--- config.mk ---
export PLATFORM = sky130hd
export DESIGN_NAME = dm_port_arbiter
export DESIGN_NICKNAME = d
export VERILOG_FILES = /design/src/rtl/arb_pkg.sv /design/src/rtl/dm_rr_pick.sv /design/src/rtl/dm_port_arbiter.sv
export SDC_FILE = /design/constraint.sdc
export NUM_CORES = 1
export LEC_CHECK = 0
export BUFFER_PORTS_ARGS = -buffer_cell sky130_fd_sc_hd__buf_4
export CAP_MARGIN = 10
export CORE_AREA = 2 2 85 87
export DETAILED_ROUTE_END_ITERATION = 8
export DIE_AREA = 0 0 87 89
export PLACE_DENSITY = 0.67
export SLEW_MARGIN = 20
export SYNTH_ARGS = -nofsm -noshare
export SYNTH_HDL_FRONTEND = slang
export SYNTH_SLANG_ARGS = --single-unit
--- constraint.sdc ---
create_clock -name clk -period 3.95 [get_ports clk]
set_clock_uncertainty 0.05 [all_clocks]
set_input_delay 0.79 -clock clk [delete_from_list [all_inputs] [get_ports clk]]
set_output_delay 0.79 -clock clk [all_outputs]
set_load 0.01 [all_outputs]
--- src/rtl/arb_pkg.sv ---
// Shared types for the DM port arbiter: FSM state encoding, requester id
// type and the requester count.
package arb_pkg;

    localparam int NREQ = 2;

    typedef enum logic [1:0] {
        IDLE = 2'd0,
        OWN0 = 2'd1,
        OWN1 = 2'd2
    } arb_state_e;

    typedef logic req_id_t;

    // Lock-ownership state that corresponds to a given requester.
    function automatic arb_state_e own_state(input req_id_t id);
        return id ? OWN1 : OWN0;
    endfunction

endpackage

--- src/rtl/dm_rr_pick.sv ---
// Combinational grant selection for two requesters. A lock owner excludes
// the other requester; otherwise ties go to the requester that was not
// granted most recently.
module dm_rr_pick
    import arb_pkg::*;
(
    input  logic [NREQ-1:0] valid_i,
    input  req_id_t         last_i,
    input  logic            own_valid_i,
    input  req_id_t         own_id_i,
    output logic [NREQ-1:0] grant_o
);

    // One-hot grant: owner-only while locked, round-robin on a tie otherwise.
    always_comb begin
        grant_o = '0;
        if (own_valid_i) begin
            grant_o[own_id_i] = valid_i[own_id_i];
        end else if (valid_i == 2'b11) begin
            grant_o[~last_i] = 1'b1;
        end else begin
            grant_o = valid_i;
        end
    end

endmodule

--- src/rtl/dm_port_arbiter.sv ---
// Shares the single-port data memory between the CPU load/store port
// (requester 0) and the DMA/debug loader port (requester 1). One access per
// cycle, round-robin fairness, bounded lock for short atomic sequences and a
// registered one-cycle response routed back to the requester that issued it.
module dm_port_arbiter
    import arb_pkg::*;
#(
    parameter int ADDR_W   = 16,
    parameter int DATA_W   = 32,
    parameter int MAX_LOCK = 8
) (
    input  logic                          clk,
    input  logic                          rst,
    input  logic [NREQ-1:0]               req_valid,
    output logic [NREQ-1:0]               req_ready,
    input  logic [NREQ-1:0]               req_write,
    input  logic [NREQ-1:0]               req_lock,
    input  logic [NREQ-1:0][ADDR_W-1:0]   req_addr,
    input  logic [NREQ-1:0][DATA_W-1:0]   req_wdata,
    output logic [NREQ-1:0]               rsp_valid,
    output logic [DATA_W-1:0]             rsp_rdata,
    output logic                          DM_enable,
    output logic                          DM_write,
    output logic [ADDR_W-1:0]             DM_address,
    output logic [DATA_W-1:0]             DM_in,
    input  logic [DATA_W-1:0]             DM_out
);

    localparam int              CNT_W   = $clog2(MAX_LOCK + 1);
    localparam logic [CNT_W-1:0] CNT_MAX = CNT_W'(MAX_LOCK);

    arb_state_e       state_q;
    req_id_t          last_q;
    logic [CNT_W-1:0] lock_cnt_q;
    logic [CNT_W-1:0] lock_cnt_d;

    logic             rsp_pend_v_q;
    req_id_t          rsp_pend_id_q;
    logic             rsp_pend_rd_q;

    logic             own_valid;
    req_id_t          own_id;
    logic [NREQ-1:0]  pick_grant;
    logic [NREQ-1:0]  hs;
    logic             any_hs;
    req_id_t          hs_id;

    assign own_valid = (state_q != IDLE);
    assign own_id    = (state_q == OWN1);

    dm_rr_pick u_pick (
        .valid_i     (req_valid),
        .last_i      (last_q),
        .own_valid_i (own_valid),
        .own_id_i    (own_id),
        .grant_o     (pick_grant)
    );

    // No grant while reset is held, so the memory is never strobed then.
    assign req_ready = rst ? pick_grant : '0;
    assign hs        = req_valid & req_ready;
    assign any_hs    = |hs;
    assign hs_id     = hs[1];

    // Saturating lock counter increment for the owner's next handshake.
    assign lock_cnt_d = (lock_cnt_q == CNT_MAX) ? lock_cnt_q : lock_cnt_q + CNT_W'(1);

    // Drive the memory from whichever requester handshakes this cycle.
    always_comb begin
        DM_enable  = 1'b0;
        DM_write   = 1'b0;
        DM_address = '0;
        DM_in      = '0;
        if (any_hs) begin
            DM_enable  = 1'b1;
            DM_write   = req_write[hs_id];
            DM_address = req_addr[hs_id];
            DM_in      = req_wdata[hs_id];
        end
    end

    // Ownership FSM with round-robin history and lock-length counter.
    always_ff @(posedge clk or negedge rst) begin
        if (!rst) begin
            state_q    <= IDLE;
            last_q     <= 1'b1;
            lock_cnt_q <= '0;
        end else begin
            if (any_hs) begin
                last_q <= hs_id;
            end
            case (state_q)
                IDLE: begin
                    if (any_hs && req_lock[hs_id]) begin
                        state_q    <= own_state(hs_id);
                        lock_cnt_q <= '0;
                    end
                end
                OWN0, OWN1: begin
                    if (!req_valid[own_id]) begin
                        state_q <= IDLE;
                    end else if (any_hs) begin
                        lock_cnt_q <= lock_cnt_d;
                        // Hitting the limit releases even if lock is still requested.
                        if ((lock_cnt_d == CNT_MAX) || !req_lock[own_id]) begin
                            state_q <= IDLE;
                        end
                    end
                end
                default: state_q <= IDLE;
            endcase
        end
    end

    // Pending-response flag; reset drops any access still in flight.
    always_ff @(posedge clk or negedge rst) begin
        if (!rst) begin
            rsp_pend_v_q <= 1'b0;
        end else begin
            rsp_pend_v_q <= any_hs;
        end
    end

    // Owner and access kind of the in-flight access, qualified by rsp_pend_v_q.
    always_ff @(posedge clk) begin
        if (any_hs) begin
            rsp_pend_id_q <= hs_id;
            rsp_pend_rd_q <= ~req_write[hs_id];
        end
    end

    // Route the completion to its owner; stores complete with zero data.
    always_comb begin
        rsp_valid = '0;
        rsp_rdata = '0;
        if (rsp_pend_v_q) begin
            rsp_valid[rsp_pend_id_q] = 1'b1;
            if (rsp_pend_rd_q) begin
                rsp_rdata = DM_out;
            end
        end
    end

endmodule

==> flow_metrics.env <==
export IMPL_status="completed"
export IMPL_synth_compound_area_share_pct=41.6
export IMPL_multiInputGateArea_sq_um=1130
export IMPL_drt_total_wl_mm=7.84
export IMPL_portBuffers=221
export IMPL_synthSimpleGateAreaFrac_pct=25.8
export IMPL_dieArea_sq_um=7740
export IMPL_crit_family="simple AND/OR/NAND/NOR gates"
export IMPL_grt_start_max_net_pins=57
export IMPL_critPathMaxStageDelay_ps=430
export IMPL_ios=222
export IMPL_fillers=649
export IMPL_final_cell_mix="buf_4, a22o_1, and3_1"
export IMPL_core_area_sq_um=6720
export IMPL_power_density_nw_per_um2=433
export IMPL_finalHoldViolCount=0
export IMPL_synthMuxAreaShare_pct=2.86
export IMPL_arrival_ps=2370
export IMPL_cts_tree="yes"
export IMPL_maxCapViolCount=0
export IMPL_antenna_found_initial=0
export IMPL_synth_edff_count=2
export IMPL_yosys_warnings=0
export IMPL_synth_seq_cells=10
export IMPL_path_class="reg2out"
export IMPL_worstPathCellList="inv_1 -> ha_1 -> nor2_1 -> a22o_1 -> nand2_1 -> nor2_4 -> buf_12 -> a22o_1 -> buf_4"
export IMPL_power_leakage_uw=0.00188
export IMPL_clockBufferDepth=2
export IMPL_synth_seq_area_share_pct=17.6
export IMPL_detailed_place_hpwl_mm=6.70
export IMPL_die_y_um=89
export IMPL_timing_fmax_mhz=311
export IMPL_fin_crit_sh_pct=81.3
export IMPL_clk_pin_slew_ps=50
export IMPL_register_area_sq_um=262
export IMPL_syn_area_per_cell_sq_um=8.17
export IMPL_drt_iter0_drc=91
export IMPL_grt_first_pass_wirelength_mm=10.3
export IMPL_post_drt_wl_per_cell_um=16.6
export IMPL_synthAdderAreaFrac_pct=4.21
export IMPL_first_pass_iters=4
export IMPL_max_vdd_ir_drop_v=0.000209
export IMPL_finalNetCount=534
export IMPL_htreeDepth=1
export IMPL_yosysUniqueCellTypes=43
export IMPL_ant_nets=0
export IMPL_synth_top_family_by_area="compound AO/OA/AOI/OAI gates"
export IMPL_slew_headroom_pct=51.6
export IMPL_overflow=0
export IMPL_finalMaxSlewViolations=0
export IMPL_synth_top_area_share_pct=29.5
export IMPL_crit_path_frequent_cell="a22o_1"
export IMPL_rsz0062_at_grt="false"
export IMPL_holdBufCountCts=0
export IMPL_final_common_cell="buf_4"
export IMPL_postCtsSetupRepairBufs=0
export IMPL_syn_inst=182
export IMPL_fp_dieW_um=87
export IMPL_crit_fanout=27
export IMPL_route_detailed_drc=0
export IMPL_antenna_cells=0
export IMPL_startpoint_type="flop"
export IMPL_clock_sinks=10
export IMPL_mappedNetlistArea_sq_um=1490
export IMPL_synth_largest_area_cell="a22o_1"
export IMPL_yosys_top_cells_area="a22o_1, and3_1, dfrtp_1, ha_1, edfxtp_1"
export IMPL_syn_nets=323
export IMPL_final_cells=472
export IMPL_grtUsageTotal_pct=17.1
export IMPL_synthArstFlopShare_pct=80.0
export IMPL_synth_xor_area_share_pct=0.589
export IMPL_worstSkewPairLatency_ps=230
export IMPL_startpoint="state_q[1]"
export IMPL_drive_gt1_share_pct=60.2
export IMPL_end_kind="primary output"
export IMPL_gp_congestion=0.882
export IMPL_worstHoldPathType="in2async"
export IMPL_setup_tns_ps=0
export IMPL_grt_pass1_vias=2037
export IMPL_worstMarginPinSlew_ps=726
export IMPL_dpl_cell_count=468
export IMPL_row_count=30
export IMPL_crit_slowest_cell="nor2_4"
export IMPL_avgViaCountPerCell=4.85
export IMPL_cts_resized=0
export IMPL_worstPathRequired_ps=3110
export IMPL_rr_startpoint="state_q[0]"
export IMPL_setup_viol=0
export IMPL_post_route_min_period_ps=3210
export IMPL_routed_via_count=2288
export IMPL_cts_root_buf="clkbuf_8"
export IMPL_start_util_pct=22.1
export IMPL_crit_buf_inv=3
export IMPL_areaGrowthSynthToFinish_pct=119
export IMPL_synth_main_ff_cell="dfrtp_1"
export IMPL_cts_buffers_inserted=3
==> power by group <==
group          internal [uW]  switching [uW]  leakage (uW)
clock network           67.9            37.3     0.0000231
logic                    568             503       0.00175
registers                154            80.7      0.000112
==> cell type report <==
cell class / count / share of cell area (%)
repair buffers: 223 / 51.8
well taps: 80 / 3.07
inverters: 10 / 1.15
clock buffers: 3 / 1.27
flip-flops and latches: 10 / 8.03
clock inverters: 1 / 0.115
multi-input cells: 145 / 34.6
==> synthesized netlist by cell type, types with 3 or more instances <==
library cell  number
a21o_1             4
nand2_1            8
a22o_1            50
inv_1             10
and2_1             3
dfrtp_1            7
clkbuf_1          11
nor2_1             8
buf_2              4
ha_1               5
and3_1            33
==> metal layers <==
metal / track usage, % / vias to the layer above / routed length (um)
met3: 5.17 / 2 / 886
met4: 1.70 / 0 / 26
met5: 0 / - / 0
li1: - / 1131 / -
met2: 32.2 / 136 / 4140
met1: 19.7 / 1019 / 2790
==> kinds of logic after synthesis <==
logic type      count (synthesis)
compound gates                 70
xor+xnor                        1
fa+ha+maj                       5
buf+inv                        27
flops                          10
mux                             4
simple gates                   65
==> per-stage QoR <==
| step | setup slack (ps) | utilization [%] | hold WS [ps] | cell area [sq um] | total power [uW] |
|---|---|---|---|---|---|
| 5_1_grt | 471 | 48.5 | 337 | 3260 | 1530 |
| 3_3_place_gp | 825 | 47.8 | 433 | 3210 | 1310 |
| 6_report | 739 | 48.5 | 342 | 3260 | 1410 |
| 3_5_place_dp | 794 | 47.8 | 441 | 3210 | 1310 |
| 4_1_cts | 702 | 48.5 | 340 | 3260 | 1430 |
| 2_1_floorplan | 1270 | - | 414 | 1490 | 821 |
==> path summary, 6_finish.rpt <==
kind / end / slack, ps / depth (start not counted)
worst min register to register: state_q[0] / 440 / 1
min in group clk: state_q[0] / 440 / 1
max in group asynchronous: last_q / 3280 / 1
worst min-delay path: lock_cnt_q[1] / 340 / 1
worst max-delay path: DM_address[0] / 740 / 9
worst max register to register: lock_cnt_q[0] / 1460 / 8
==> registers in the layout (all words and copies together) (netlist names) <==
register and flops:
last_q 1, lock_cnt_q 4, rsp_pend_id_q 1, rsp_pend_rd_q 1, rsp_pend_v_q 1, state_q 2
(Power assumes the default switching activity.)
